**config.mk**
```make
export PLATFORM = sky130hd
export DESIGN_NAME = div
export DESIGN_NICKNAME = d
export VERILOG_FILES = /design/src/rtl/div_pkg.sv /design/src/rtl/div.sv
export SDC_FILE = /design/constraint.sdc
export NUM_CORES = 1
export LEC_CHECK = 0
export ABC_AREA = 1
export BUFFER_PORTS_ARGS = -buffer_cell sky130_fd_sc_hd__buf_2
export CORE_MARGIN = 3
export CORE_UTILIZATION = 40
export DETAILED_ROUTE_END_ITERATION = 10
export HOLD_SLACK_MARGIN = 0.06
export PLACE_DENSITY = 0.63
export SYNTH_ARGS = -nofsm -noshare
export SYNTH_HDL_FRONTEND = slang
export SYNTH_SLANG_ARGS = --single-unit
```
**constraint.sdc**
```tcl
create_clock -name clk -period 16.2 [get_ports clk]
set_clock_uncertainty 0.05 [all_clocks]
set_input_delay 2.43 -clock clk [delete_from_list [all_inputs] [get_ports clk]]
set_output_delay 2.43 -clock clk [all_outputs]
set_load 0.03 [all_outputs]
```
**src/rtl/div_pkg.sv**
```systemverilog
// Shared constants, state encoding and helpers for the radix-2 divider.
package div_pkg;

  localparam int REG_BUS        = 32;
  localparam int DOUBLE_REG_BUS = 64;

  localparam logic DIV_START = 1'b1;
  localparam logic DIV_STOP  = 1'b0;

  localparam logic DIV_RESULT_READY     = 1'b1;
  localparam logic DIV_RESULT_NOT_READY = 1'b0;

  // Number of shift-subtract iterations for a full 32-bit quotient.
  localparam logic [5:0] DIV_STEPS = 6'd32;

  typedef enum logic [1:0] {
    DIV_FREE    = 2'b00,
    DIV_BY_ZERO = 2'b01,
    DIV_ON      = 2'b10,
    DIV_END     = 2'b11
  } div_state_t;

  // Two's-complement negate when cond is set; used for abs() and sign fixup.
  function automatic logic [REG_BUS-1:0] neg_if(input logic cond,
                                                input logic [REG_BUS-1:0] v);
    return cond ? (~v + 32'd1) : v;
  endfunction

endpackage

```
**src/rtl/div.sv**
```systemverilog
// Multi-cycle radix-2 shift-subtract divider for DIV/DIVU.
// Handshake: EX raises start_i with operands and keeps it high while waiting;
// ready_o high means result_o = {remainder, quotient} is valid and it stays
// valid until start_i drops. annul_i abandons an in-flight division.
module div
  import div_pkg::*;
(
  input  logic                      clk,
  input  logic                      rst,
  input  logic                      signed_div_i,
  input  logic [REG_BUS-1:0]        opdata1_i,
  input  logic [REG_BUS-1:0]        opdata2_i,
  input  logic                      start_i,
  input  logic                      annul_i,
  output logic [DOUBLE_REG_BUS-1:0] result_o,
  output logic                      ready_o
);

  div_state_t                state;
  logic [5:0]                cnt;
  logic [DOUBLE_REG_BUS-1:0] work;
  logic [REG_BUS-1:0]        divisor;
  logic                      dvd_neg;
  logic                      dvs_neg;
  logic                      signed_op;
  logic [REG_BUS:0]          diff;

  // Trial subtraction of the divisor from the top 33 bits of the working reg;
  // the extra bit lets a divisor up to 0xFFFFFFFF be compared correctly.
  always_comb begin
    diff = work[DOUBLE_REG_BUS-1:REG_BUS-1] - {1'b0, divisor};
  end

  // Divider FSM: operand capture, 32 iterations, sign fixup, result hold.
  always_ff @(posedge clk or posedge rst) begin
    if (rst) begin
      state     <= DIV_FREE;
      cnt       <= 6'd0;
      work      <= '0;
      divisor   <= '0;
      dvd_neg   <= 1'b0;
      dvs_neg   <= 1'b0;
      signed_op <= 1'b0;
      result_o  <= '0;
      ready_o   <= DIV_RESULT_NOT_READY;
    end else begin
      case (state)
        DIV_FREE: begin
          result_o <= '0;
          ready_o  <= DIV_RESULT_NOT_READY;
          // annul_i wins over start_i so a flushed instruction never starts.
          if (start_i == DIV_START && !annul_i) begin
            if (opdata2_i == '0) begin
              state <= DIV_BY_ZERO;
            end else begin
              divisor   <= neg_if(signed_div_i && opdata2_i[REG_BUS-1], opdata2_i);
              work      <= {{REG_BUS{1'b0}},
                            neg_if(signed_div_i && opdata1_i[REG_BUS-1], opdata1_i)};
              cnt       <= 6'd0;
              dvd_neg   <= opdata1_i[REG_BUS-1];
              dvs_neg   <= opdata2_i[REG_BUS-1];
              signed_op <= signed_div_i;
              state     <= DIV_ON;
            end
          end
        end

        DIV_BY_ZERO: begin
          result_o <= '0;
          if (annul_i) begin
            ready_o <= DIV_RESULT_NOT_READY;
            state   <= DIV_FREE;
          end else begin
            ready_o <= DIV_RESULT_READY;
            state   <= DIV_END;
          end
        end

        DIV_ON: begin
          if (annul_i) begin
            result_o <= '0;
            ready_o  <= DIV_RESULT_NOT_READY;
            state    <= DIV_FREE;
          end else if (cnt != DIV_STEPS) begin
            if (diff[REG_BUS]) begin
              work <= {work[DOUBLE_REG_BUS-2:0], 1'b0};
            end else begin
              work <= {diff[REG_BUS-1:0], work[REG_BUS-2:0], 1'b1};
            end
            cnt <= cnt + 6'd1;
          end else begin
            // Quotient takes the XOR of the signs, remainder follows the dividend.
            result_o <= {neg_if(signed_op && dvd_neg, work[DOUBLE_REG_BUS-1:REG_BUS]),
                         neg_if(signed_op && (dvd_neg ^ dvs_neg), work[REG_BUS-1:0])};
            ready_o  <= DIV_RESULT_READY;
            state    <= DIV_END;
          end
        end

        DIV_END: begin
          if (start_i == DIV_STOP) begin
            result_o <= '0;
            ready_o  <= DIV_RESULT_NOT_READY;
            state    <= DIV_FREE;
          end
        end

        default: begin
          state    <= DIV_FREE;
          result_o <= '0;
          ready_o  <= DIV_RESULT_NOT_READY;
        end
      endcase
    end
  end

endmodule

```
## Word level (Yosys, flattened, before mapping)

Cells that the tools add are included.

| word-level totals | value |
|---|---|
| register bits after elaboration | 172 |
| latch bits | 0 |
| bits in writable memories | 0 |
| memory bits (read-only) | 0 |
| bits of input ports | 69 |
| output and inout bits | 65 |
| word-level logic and storage cells | 76 |
| memories kept | 0 |

| cells by class | value |
|---|---|
| add/sub/neg operators | 6 |
| multipliers | 0 |
| divide/modulo/power cells | 0 |
| magnitude comparators | 0 |
| eq/ne operators | 10 |
| shift-type cells | 0 |
| muxes and demuxes | 31 |
| bitwise logic cells | 6 |
| reductions and logical operators | 14 |

Operator list:

| kind | count |
|---|---|
| $mux W64 | 8 |
| $pmux W64 S3 | 1 |
| $add A32 B1 Y32 const B | 4 |
| $mux W32 | 4 |
| $not A32 Y32 | 4 |
| $pmux W64 S2 | 1 |
| $sub A33 B32 Y33 | 1 |
| $logic_not A32 Y1 | 1 |
| $mux W6 | 4 |
| $mux W2 | 6 |
| $pmux W6 S2 | 1 |
| $ne A2 B2 Y1 const B | 5 |
| $pmux W2 S4 | 1 |
| $add A6 B1 Y6 const B | 1 |
| $ne A6 B6 Y1 const B | 1 |
| $reduce_and A3 Y1 | 2 |
| $logic_and A1 B1 Y1 | 5 |
| $reduce_and A5 Y1 | 1 |
| $eq A2 B2 Y1 const B | 2 |
| $mux W1 | 4 |
| $pmux W1 S4 | 1 |
| $ne A3 B3 Y1 const B | 1 |
| $eq A2 B1 Y1 const B | 1 |
| $logic_not A2 Y1 | 1 |
| other kinds (6) | 6 |

## Logic depth before layout (Yosys ltp)

Gate-level depths: netlist (run 1).

| logic depth | value |
|---|---|
| word-level depth | 6 |
| depth in mapped cells | 18 |
| mapped depth without buffers | 17 |

## Least setup slack after synthesis (run 1)

OpenSTA, ideal clock, no wires.

| timing path | value |
|---|---|
| path type | input to register |
| from | in opdata2_i[0] |
| to | reg work[19] |
| setup time | 0.116 ns |
| data arrival time | 3.798 ns |
| setup slack | 12.235 ns |
| stages on the path | 14 |
| path buffers | 3 |
| path through | inv_1 > ha_1 > nand3_2 > inv_2 > nand3_2 > nor2_2 > nand4_2 > o21bai_2 > buf_6 > inv_2 > buf_6 > buf_6 > nand2_1 > nand2_1 |

| between the ends | value |
|---|---|
| cells in the longest elaborated chain, start to end | 3 |

Ends and longest elaborated chain:

| element | RTL line | source |
|---|---|---|
| from (decl) | div.sv:12 | `input logic [REG_BUS-1:0] opdata2_i,` |
| $logic_not A32 Y1 | div.sv:53 | `if (opdata2_i == '0) begin` |
| $ne A2 B2 Y1 (no source line) | n/a |  |
| $reduce_and A5 Y1 (no source line) | n/a |  |
| to (signal assigned) | div.sv:57 | `work <= {{REG_BUS{1'b0}},` |
| to (signal assigned) | div.sv:86 | `work <= {work[DOUBLE_REG_BUS-2:0], 1'b0};` |
| to (signal assigned) | div.sv:88 | `work <= {diff[REG_BUS-1:0], work[REG_BUS-2:0], 1'b1};` |
| to (decl) | div.sv:21 | `logic [DOUBLE_REG_BUS-1:0] work;` |

Every way passes these cells.
A chain may end at the register's enable or synchronous reset.

## Worst setup path after layout (run 1)

| timing path | value |
|---|---|
| from | in opdata2_i[0] |
| to | reg work[51] |

The elaborated chain is that of the path after synthesis.

==> results of run 1 <==
worst paths after layout:
kind	from	to	depth (start not counted)
worst min register to register	result_o[19]	result_o[19]	2
min in group asynchronous	rst	result_o[38]	2
worst max-delay path	opdata2_i[0]	work[51]	14
worst min-delay path	result_o[19]	result_o[19]	2
worst max register to register	state[0]	result_o[21]	11
max in group asynchronous	rst	work[39]	3
metal layers:
layer / GRT usage / vias to the layer above / wire length (µm) / part of all wire
met5: 0 / - / 0 / 0
met4: 0.03952 / 0 / 381 / 0.0093
met3: 0.02703 / 28 / 2668 / 0.065
met2: 0.3246 / 407 / 16430 / 0.40
met1: 0.3700 / 6166 / 21430 / 0.52
li1: - / 6836 / - / -
flip-flops by register name (all words and copies together) (netlist names):
register	count
cnt	6
work	64
dvd_neg	1
result_o	64
divisor	32
signed_op	1
state	2
dvs_neg	1
ready_o	1
cells by family (layout without fill, tap and decap cells):
logic type,Yosys count,in the layout,synth area share
simple gates,1203,1203,0.3792
fa+ha+maj,42,42,0.03966
buf+inv,373,484,0.1112
flops,172,172,0.3202
xor+xnor,74,74,0.04822
compound gates,243,243,0.1015
area by class of cell:
class                           count  area [µm²]
Multi-Input combinational cell   1562        7651
Fill cell                        3515       17900
Sequential cell                   172        4304
Timing Repair Buffer              140       718.2
Tap cell                          442       553.0
Clock buffer                       18       439.2
Inverter                          313        1180
Clock inverter                     13       123.9
worst max-delay path, cell delays in order:
cell and delay, ns:
sky130_fd_sc_hd__buf_2 0.11, sky130_fd_sc_hd__inv_1 0.07, sky130_fd_sc_hd__ha_1 0.20, sky130_fd_sc_hd__nand3_2 0.10
sky130_fd_sc_hd__inv_2 0.07, sky130_fd_sc_hd__nand3_2 0.09, sky130_fd_sc_hd__nor2_2 0.16, sky130_fd_sc_hd__nand4_2 0.18
sky130_fd_sc_hd__o21bai_4 0.15, sky130_fd_sc_hd__buf_4 0.58, sky130_fd_sc_hd__nor2_4 0.20, sky130_fd_sc_hd__buf_4 0.32
sky130_fd_sc_hd__nand3_1 0.14, sky130_fd_sc_hd__nand2_1 0.06
power by group through the flow:
| stage | Combinational (mW) | Sequential [mW] | Clock, mW |
|---|---|---|---|
| after CTS | 1.08 | 0.646 | 0.414 |
| after global routing | 1.22 | 0.664 | 0.433 |
| final | 1.09 | 0.650 | 0.409 |
| after global placement | 1.06 | 0.650 | 0 |
| after detailed placement | 1.07 | 0.654 | 0 |
| after floorplan | 0.765 | 0.678 | 0 |
cells in the final DEF, fill, tap and decap left out, drive strengths merged:
master / Yosys / routed
nor2: 172 / 172
xor2: 54 / 54
o211ai: 2 / 2
a21oi: 60 / 60
nand2: 751 / 751
nor4: 2 / 2
clkbuf: 21 / 18
a31oi: 4 / 4
o21ai: 145 / 145
o21bai: 6 / 6
o31ai: 13 / 13
clkinvlp: 0 / 1
nand3b: 6 / 6
dfrtp: 172 / 172
fa: 1 / 1
inv: 313 / 321
a32o: 3 / 3
a21o: 1 / 1
a22o: 4 / 4
or2: 2 / 2
and2: 4 / 4
ha: 41 / 41
xnor2: 20 / 20
buf: 39 / 140
clkinv: 0 / 4
nor3: 34 / 34
o22ai: 3 / 3
nand4: 27 / 27
nand3: 205 / 205
a22oi: 2 / 2
per-stage QoR:
stage / hold WS, ns / util / setup WS (ns)
floorplan: 0.3988 / - / 9.060
global placement: 0.4107 / 0.4383 / 11.22
finish: 0.4290 / 0.4555 / 11.56
detailed placement: 0.4170 / 0.4383 / 11.13
global route: 0.4520 / 0.4555 / 11.37
CTS: 0.4366 / 0.4555 / 11.60
==> results_dict.tcl, run 1 <==
set metrics [dict create \
    holdBufCountCts 0 \
    numClockSinks 172 \
    netlist_area_mm2 0.01344 \
    placed_cell_count 2629 \
    r2r_slack_ns 12.69 \
    synth.ff_latch_count 172 \
    worst_slew_margin_rel 0.3063 \
    cts_root_buf "sky130_fd_sc_hd__clkbuf_16" \
    core.rowCount 66 \
    synthDistinctLibCells 46 \
    synth.largest_area_cell "sky130_fd_sc_hd__dfrtp_1" \
    post-synth-top-count-cell "sky130_fd_sc_hd__nand2_1" \
    gpl.final_weighted_congestion 0.9095 \
    routedWlPerCell_um 15.38 \
    worst-path-max-fanout 63 \
    cts_repair_resize_count 0 \
    worst-endpoint-arrival_ns 4.91 \
    synth_area_leaders "sky130_fd_sc_hd__dfrtp_1 (32%), sky130_fd_sc_hd__nand2_1 (21%), sky130_fd_sc_hd__inv_1 (8.5%)" \
    worstPathRequired_ns 16.47 \
    hold_class "reg2reg" \
    total_wirelength_um 40910 \
    crit_path_end_kind "flip-flop" \
    worst_setup_hold_path_clk_slew_ns 0.08 \
    detailroute.via_count 13440 \
    layout_worst_path_cycle_share 0.2864 \
    p_switching_mw 1.078 \
    avgViaCountPerCell 5.052 \
    antenna_cells 0 \
    maxClockFrequency_ghz 0.2155 \
    globalRouteOverflowTotal 0 \
    io_pins 134 \
    postSynthNetCount 2218 \
    power_mw 2.145 \
    start_util 0.4089 \
    power.sequential.fraction 0.303 \
    finalInstanceArea_mm2 0.01497 \
    input_output_buffers 133 \
    cts_buffer_depth 2 \
    coreArea_mm2 0.03287 \
    initialDrtViolationCount 1097 \
    final_nets 2317 \
    ys.warnings.count 0 \
    timing.max_cap.violations 0 \
    layout-area-overhead-vs-synth_pct 11.38 \
    p_int_mw 1.067 \
    synthArstFlopShare 1.000 \
    power_switching_share 0.5025 \
    final-hold-violation-count 0 \
    finalSetupViolCount 0 \
    tritoncts "yes" \
    grt_start_max_net_pins 104 \
    average_footprint_of_a_synthesized_cell_um2 6.379 \
    die-area_mm2 0.03584 \
    clockPowerShare 0.190 \
    synth-main-ff-cell "sky130_fd_sc_hd__dfrtp_1" \
    groute.usage.overall 0.2281 \
    grt_antenna_before_repair 0 \
    drive_gt1_frac 0.1028 \
    synth_enable_flop_cells 0 \
    netlist.area_leader.share 0.3202 \
    clock_latency_ns 0.45 \
    worst_slew_pin_slew_ns 1.041 \
    leakage_nw 8.170 \
    netlist_instances 2107 \
    fin_crit_ns 4.640 \
    floorplan.die.width_um 189.3 \
    final-instance-count-excl-fill 2660 \
    postPlaceCellArea_mm2 0.01441 \
    commonest_cells_post_synth "sky130_fd_sc_hd__nand2_1 (742), sky130_fd_sc_hd__inv_1 (303), sky130_fd_sc_hd__nand3_1 (198)" \
    grt_pass1_vias 12150 \
    dp_hpwl_um 31840 \
    cp-start-kind "input pin" \
    outcome "complete, no violations" \
    numCtsBuffers 17 \
    critPathKind "in2reg" \
    htree_num_levels 4 \
    post-route-drc-count 0 \
    global_route_wire_length_before_repair_um 65680 \
    firstDrtPassIters 5 \
    die_h_um 189.3 \
    power_density_mw_per_mm2 143.3 \
    rsz0062_at_grt "false" \
    fin_tns_setup_ns 0 \
    ys_seq_area_frac 0.3202 \
    final_antenna_net_count 0 \
    slew_violations 0 \
    power.share.combinational 0.507 \
    post-cts-setup-buffer-count 0 \
    max-vdd-ir-drop_uv 76.99 \
]
Power figures use the tool's default switching activity.
==> inputs of run 2 (changes only) <==
==> constraint.sdc (replaced) <==
create_clock -name clk -period 4.4 [get_ports clk]
set_clock_uncertainty 0.05 [all_clocks]
set_input_delay 0.66 -clock clk [delete_from_list [all_inputs] [get_ports clk]]
set_output_delay 0.66 -clock clk [all_outputs]
set_load 0.03 [all_outputs]
==> run 2 against run 1 <==
  * Cell area is 0.63% higher
  * Register-to-register slack worse by 12 ns
  * Hold slack lost 0.15 ns
  * Largest power group unchanged
==> results_dict.tcl, run 2 (synthesis gave the netlist of run 1 again) <==
set metrics [dict create \
    crit_path_max_incr_delay_ns 0.96 \
    global_route_wire_length_before_repair_um 65360 \
    path_buf_inv 1 \
    globalRouteOverflowTotal 0 \
    worst_slew_margin_rel 0.2015 \
    grt_antenna_before_repair 1 \
    numClockSinks 172 \
    max-vdd-ir-drop_uv 306.3 \
    final.fill_count 3520 \
    finalInstanceArea_mm2 0.01506 \
    cts_root_buf "sky130_fd_sc_hd__clkbuf_16" \
    post-cts-setup-buffer-count 0 \
    die_h_um 189.3 \
    placed_cell_count 2629 \
    avgViaCountPerCell 5.016 \
    critPathKind "reg2reg" \
    tritoncts "yes" \
    mostFrequentLayoutCell "sky130_fd_sc_hd__nand2_1" \
    die-area_mm2 0.03584 \
    wl_met2_um 16010 \
    maxClockFrequency_ghz 0.2959 \
    final_nets 2317 \
    start_util 0.4089 \
    initialDrtViolationCount 1284 \
    routedWlPerCell_um 15.14 \
    post-route-drc-count 0 \
    coreArea_mm2 0.03287 \
    worst-endpoint-arrival_ns 3.70 \
    worst_setup_hold_path_clk_slew_ns 0.08 \
    final_antenna_net_count 0 \
    top_layer_used "met5" \
    grt_pass1_vias 12060 \
    cp_cell_sequence "inv_1, ha_1, nand3_2, o21ai_0, nand2_1, o21bai_4, nor2_4, nand2_1, nand3_1" \
    gpl.final_weighted_congestion 0.9464 \
    slew_violations 0 \
    numCtsBuffers 17 \
    multiInputGateArea_mm2 0.007651 \
    worstPathRequired_ns 4.72 \
    drive_gt1_frac 0.1032 \
    layout_worst_path_cycle_share 0.7680 \
    outcome "complete, no violations" \
    floorplan.die.width_um 189.3 \
    clock_latency_ns 0.45 \
    io_pins 134 \
    cts_repair_resize_count 0 \
    fin_tns_setup_ns 0 \
    worst-path-max-fanout 51 \
    fin_crit_ns 3.379 \
    firstDrtPassIters 5 \
    r2r_slack_ns 1.02 \
    final-hold-violation-count 0 \
    biggestRegsByFlops "result_o (64), work (64), divisor (32)" \
    total_wirelength_um 40280 \
    htree_num_levels 4 \
    seqCellArea_mm2 0.004304 \
    worst_slew_pin_slew_ns 1.195 \
    cts_buffer_depth 2 \
    leakage_nw 8.201 \
    final-instance-count-excl-fill 2661 \
    crit_path_end_kind "flip-flop" \
    detailroute.via_count 13350 \
    most_prevalent_standard_cell_on_the_critical_path "sky130_fd_sc_hd__nand2_1" \
    finalSetupViolCount 0 \
    hold_class "in2async" \
    groute.usage.overall 0.2249 \
    layout-area-overhead-vs-synth_pct 12.07 \
    postPlaceCellArea_mm2 0.01442 \
    antenna_cells 0 \
    rsz0062_at_grt "false" \
    grt_start_max_net_pins 141 \
    cpLargestDelayFamily "simple AND/OR/NAND/NOR gates" \
    dp_hpwl_um 31290 \
    core.rowCount 66 \
    input_output_buffers 133 \
    timing.max_cap.violations 0 \
    cpMaxStageDelayCell "sky130_fd_sc_hd__nor2_4" \
    met3_length_um 2778 \
    wl_met1_um 21070 \
    power_density_mw_per_mm2 536.3 \
    holdBufCountCts 0 \
    cp-start-kind "flip-flop" \
    most-common-layout-cells "sky130_fd_sc_hd__nand2_1 (742), sky130_fd_sc_hd__inv_1 (302), sky130_fd_sc_hd__nand3_1 (198)" \
]
## run 2: changes by cell type in the layout (fill, tap and decap cells not counted)
cell,change
sky130_fd_sc_hd__inv_6,-1
sky130_fd_sc_hd__clkbuf_8,-1
sky130_fd_sc_hd__clkinv_8,+2
sky130_fd_sc_hd__bufinv_16,+3
sky130_fd_sc_hd__clkinv_4,-2
sky130_fd_sc_hd__buf_12,+1
sky130_fd_sc_hd__inv_8,-1
sky130_fd_sc_hd__clkinv_2,-1
sky130_fd_sc_hd__clkinvlp_4,+2
sky130_fd_sc_hd__buf_4,-1
## run 2: layout make-up
class / count / share of cell area
Multi-Input combinational cell: 1562 / 0.5079
Clock buffer: 17 / 0.02824
Tap cell: 442 / 0.03671
Clock inverter: 15 / 0.01462
Timing Repair Buffer: 140 / 0.04851
Inverter: 313 / 0.07825
Sequential cell: 172 / 0.2857
## run 2: final timing paths
path	cells after the start	start	endpoint
max in group asynchronous	3	rst	divisor[29]
hold reg to reg	2	result_o[17]	result_o[17]
setup / recovery	9	state[0]	work[8]
setup reg to reg	9	state[0]	work[8]
min in group clk	2	result_o[17]	result_o[17]
hold / removal	2	rst	result_o[38]
## run 2: report_power, final
part	switching, mW	leakage [nW]	internal [mW]	total (mW)
Combinational	2.84	5.61	1.16	4.00
Clock	0.765	0.308	0.926	1.69
Sequential	0.383	2.29	2.01	2.39
## run 2: worst register-to-register path, cell delays in order, from the launching register on
cell,delay (ns)
sky130_fd_sc_hd__dfrtp_1,0.39
sky130_fd_sc_hd__inv_1,0.10
sky130_fd_sc_hd__ha_1,0.77
sky130_fd_sc_hd__nand3_2,0.20
sky130_fd_sc_hd__o21ai_0,0.12
sky130_fd_sc_hd__nand2_1,0.07
sky130_fd_sc_hd__o21bai_4,0.33
sky130_fd_sc_hd__nor2_4,0.97
sky130_fd_sc_hd__nand2_1,0.16
sky130_fd_sc_hd__nand3_1,0.15
## run 2: per-stage QoR
| step | setup slack [ns] | total power [mW] | hold WS [ns] | util |
|---|---|---|---|---|
| floorplan | 1.493 | 5.314 | 0.3988 | - |
| global placement | 1.180 | 6.283 | 0.4118 | 0.4387 |
| detailed placement | 1.088 | 6.345 | 0.4135 | 0.4387 |
| CTS | 1.064 | 8.051 | 0.3009 | 0.4583 |
| global route | 0.6751 | 8.746 | 0.3539 | 0.4583 |
| finish | 1.021 | 8.079 | 0.2807 | 0.4583 |
## run 2: metal layers
metal	vias up	track usage
li1	6850	-
met1	6027	0.3682
met2	438	0.3143
met3	30	0.02777
met4	2	0.04066
met5	-	0
==> inputs of run 3 (changes only) <==
--- a/config.mk
+++ b/config.mk
@@ -5,13 +5,13 @@
 export SDC_FILE = /design/constraint.sdc
 export NUM_CORES = 1
 export LEC_CHECK = 0
-export ABC_AREA = 1
+export ABC_AREA = 0
 export BUFFER_PORTS_ARGS = -buffer_cell sky130_fd_sc_hd__buf_2
 export CORE_MARGIN = 3
 export CORE_UTILIZATION = 40
 export DETAILED_ROUTE_END_ITERATION = 10
 export HOLD_SLACK_MARGIN = 0.06
-export PLACE_DENSITY = 0.63
+export PLACE_DENSITY = 0.66
 export SYNTH_ARGS = -nofsm -noshare
 export SYNTH_HDL_FRONTEND = slang
 export SYNTH_SLANG_ARGS = --single-unit
==> constraint.sdc (replaced) <==
create_clock -name clk -period 2.8 [get_ports clk]
set_clock_uncertainty 0.05 [all_clocks]
set_input_delay 0.42 -clock clk [delete_from_list [all_inputs] [get_ports clk]]
set_output_delay 0.42 -clock clk [all_outputs]
set_load 0.03 [all_outputs]
==> run 3 against run 2 <==
  * The run now ends with negative setup slack left
  * Non-clock buffer count grew 153
  * Global-route usage fell by 1.4 points
  * Sequential power grew 58%
  * Hold slack got worse by 0.23 ns
  * Register-to-register slack got worse by 1.1 ns
  * Critical path depth rose by 2
  * Core utilization up 7.7 points
  * Via count shrank 19%
  * Highest routed layer is now met4
==> results_dict.tcl, run 3 <==
set metrics [dict create \
    gpl.final_weighted_congestion 0.8868 \
    leakage_nw 6.798 \
    start_util 0.4075 \
    dp_hpwl_um 23850 \
    drive_gt1_frac 0.2794 \
    fin_hold_ws_ns 0.05453 \
    r2r_slack_ns -0.05 \
    path_buf_inv 2 \
    final-hold-violation-count 0 \
    die_h_um 174.7 \
    final_nets 1716 \
    average_footprint_of_a_synthesized_cell_um2 8.369 \
    cp_cell_sequence "inv_2, ha_4, and3_4, and3b_2, a211oi_4, and4_4, nor3_4, o21ai_4, xor2_2, clkbuf_16, o311ai_0" \
    synth.ff_latch_count 172 \
    fin_ws_ns -0.04773 \
    core.rowCount 61 \
    r2r-end "work[41]" \
    final_antenna_net_count 0 \
    avgViaCountPerCell 5.413 \
    synth-main-ff-cell "sky130_fd_sc_hd__dfrtp_1" \
    hold_class "in2async" \
    holdBufCountCts 0 \
    floorplan.die.width_um 174.7 \
    grt_start_max_net_pins 69 \
    postSynthNetCount 1471 \
    ys.warnings.count 0 \
    rsz0062_at_grt "true" \
    r2r-start "divisor[19]" \
    mostFrequentLayoutCell "sky130_fd_sc_hd__nand2_1" \
    netlist.area_leader.share 0.3781 \
    cpLargestDelayFamily "simple AND/OR/NAND/NOR gates" \
    crit_path_end_kind "flip-flop" \
    globalRouteOverflowTotal 0 \
    slew_violations 0 \
    critPathKind "reg2reg" \
    fin_crit_ns 2.848 \
    grt_pass1_vias 10260 \
    firstDrtPassIters 5 \
    cts_buffer_depth 2 \
    ys_seq_area_frac 0.3781 \
    worstPathRequired_ns 3.05 \
    crit_path_max_incr_delay_ns 0.40 \
    placed_cell_count 1947 \
    max-vdd-ir-drop_uv 470.4 \
    synthDistinctLibCells 75 \
    maxClockFrequency_ghz 0.3512 \
    worst-endpoint-arrival_ns 3.10 \
    layout-area-overhead-vs-synth_pct 31.35 \
    worst_setup_hold_path_clk_slew_ns 0.07 \
    synth.largest_area_cell "sky130_fd_sc_hd__dfrtp_1" \
    cp-start-kind "flip-flop" \
    netlist_area_mm2 0.01138 \
    final_util 0.5352 \
    most-common-layout-cells "sky130_fd_sc_hd__nand2_1 (224), sky130_fd_sc_hd__dfrtp_1 (172), sky130_fd_sc_hd__o21ai_0 (156)" \
    global_route_wire_length_before_repair_um 53230 \
    cts_root_buf "sky130_fd_sc_hd__clkbuf_16" \
    htree_num_levels 4 \
    worstRegToRegCells 11 \
    violations_in_the_final_reports "negative setup slack" \
    worst_slew_margin_rel 0.4539 \
    post-route-drc-count 0 \
    final-instance-count-excl-fill 1997 \
    die-area_mm2 0.03051 \
    timing.max_cap.violations 0 \
    outcome "finished, violations left" \
    met3_track_utilization_from_global_routing 0.02977 \
    clock_latency_ns 0.44 \
    layout_worst_path_cycle_share 1.017 \
    synthArstFlopShare 1.000 \
    grt_busiest_layer "met2" \
    io_pins 134 \
    worst_slew_pin_slew_ns 0.8166 \
    fin_tns_setup_ns -0.4651 \
    met1_track_usage_gr 0.3094 \
    globalRouteMet2Util 0.3322 \
    detailroute.via_count 10810 \
    groute.usage.overall 0.2111 \
    numCtsBuffers 17 \
    biggestRegsByFlops "result_o (64), work (64), divisor (32)" \
    worst-path-max-fanout 7 \
    synth_area_leaders "sky130_fd_sc_hd__dfrtp_1 (38%), sky130_fd_sc_hd__nand2_1 (7.5%), sky130_fd_sc_hd__o21ai_0 (7.3%)" \
    cpMaxStageDelayCell "sky130_fd_sc_hd__xor2_2" \
    post-synth-top-count-cell "sky130_fd_sc_hd__nand2_1" \
    coreArea_mm2 0.02793 \
    numClockSinks 172 \
    power_density_mw_per_mm2 884.3 \
    initialDrtViolationCount 839 \
    input_output_buffers 133 \
    finalSetupViolCount 18 \
    routedWlPerCell_um 16.94 \
    netlist_instances 1360 \
    synth_enable_flop_cells 0 \
    tritoncts "yes" \
    total_wirelength_um 33820 \
    commonest_cells_post_synth "sky130_fd_sc_hd__nand2_1 (226), sky130_fd_sc_hd__dfrtp_1 (172), sky130_fd_sc_hd__o21ai_0 (165)" \
    grt_antenna_before_repair 1 \
]
-- run 3: cell types whose count changed after synthesis, moves of 21 or more --
cell,previous run,this run
sky130_fd_sc_hd__o21ai_0,119,165
sky130_fd_sc_hd__nand3_1,198,43
sky130_fd_sc_hd__nand4_1,26,5
sky130_fd_sc_hd__clkbuf_1,21,42
sky130_fd_sc_hd__nand2_1,742,226
sky130_fd_sc_hd__inv_1,303,60
sky130_fd_sc_hd__o311ai_0,0,23
sky130_fd_sc_hd__a21oi_1,58,95
sky130_fd_sc_hd__xnor2_1,20,74
sky130_fd_sc_hd__nor2_1,161,75
-- run 3: where the power goes --
part	switching [mW]	internal, mW	leakage (nW)	total (mW)
logic	4.09	2.76	4.21	6.85
registers	0.607	3.17	2.28	3.78
clock network	1.15	1.44	0.303	2.59
-- run 3: area by class of cell --
type	instances	area, µm²
fill	2605	12980
multi-input combinational	1061	7211
sequential	172	4304
timing repair buffer	293	2098
tap	378	473.0
clock buffer	17	425.4
inverter	60	229.0
clock inverter	15	207.7
antenna	1	2.502
-- run 3: worst reg2reg max path, stage by stage (launching register included) --
cell	delay [ns]
sky130_fd_sc_hd__dfrtp_1	0.38
sky130_fd_sc_hd__inv_2	0.10
sky130_fd_sc_hd__ha_4	0.21
sky130_fd_sc_hd__and3_4	0.18
sky130_fd_sc_hd__and3b_2	0.21
sky130_fd_sc_hd__a211oi_4	0.22
sky130_fd_sc_hd__and4_4	0.29
sky130_fd_sc_hd__nor3_4	0.05
sky130_fd_sc_hd__o21ai_4	0.25
sky130_fd_sc_hd__xor2_2	0.40
sky130_fd_sc_hd__clkbuf_16	0.24
sky130_fd_sc_hd__o311ai_0	0.13
-- run 3: logic make-up (layout without fill, tap and decap cells) --
kind of cell             count (synthesis)  count (layout)  share of synthesized area
AO/OA/AOI/OAI                          399             399                     0.2110
other                                    0               1                          0
XOR/XNOR                               146             147                     0.1140
AND/OR/NAND/NOR                        467             467                     0.1961
adder cells (fa/ha/maj)                 42              42                    0.04683
buffers and inverters                  128             385                    0.04848
flip-flops                             172             172                     0.3781
multiplexers                             6               6                   0.005496
-- run 3: timing repair --
item	in CTS	in global routing
pin swaps	12	40
gates cloned	2	4
setup endpoints to repair	33	40
buffers inserted	5	7
resized for setup	47	95
-- run 3: per-layer routing --
metal | up-vias | share of wire
li1 | 5265 | -
met1 | 5184 | 0.47
met2 | 325 | 0.46
met3 | 36 | 0.054
met4 | 0 | 0.013
met5 | - | 0
-- run 3: worst max path at each step --
stage | startpoint | to | slack [ns] | cells past startpoint
5_1_grt | divisor[5] | work[48] | -0.17 | 13
3_3_place_gp | work[54] | work[60] | -0.04 | 12
6_report | divisor[19] | work[41] | -0.05 | 11
4_1_cts | divisor[0] | work[53] | -0.06 | 12
3_5_place_dp | work[31] | work[43] | -0.13 | 12
2_1_floorplan | work[31] | work[40] | 0.01 | 12
-- run 3: per-stage QoR --
stage	power (mW)	instance area [µm²]	setup slack [ns]
after floorplan	7.969	11410	0.01100
after detailed placement	10.08	13430	-0.1350
after global routing	14.17	14950	-0.1692
after CTS	12.80	14300	-0.06261
final	13.22	14950	-0.04773
after global placement	9.930	13430	-0.04025
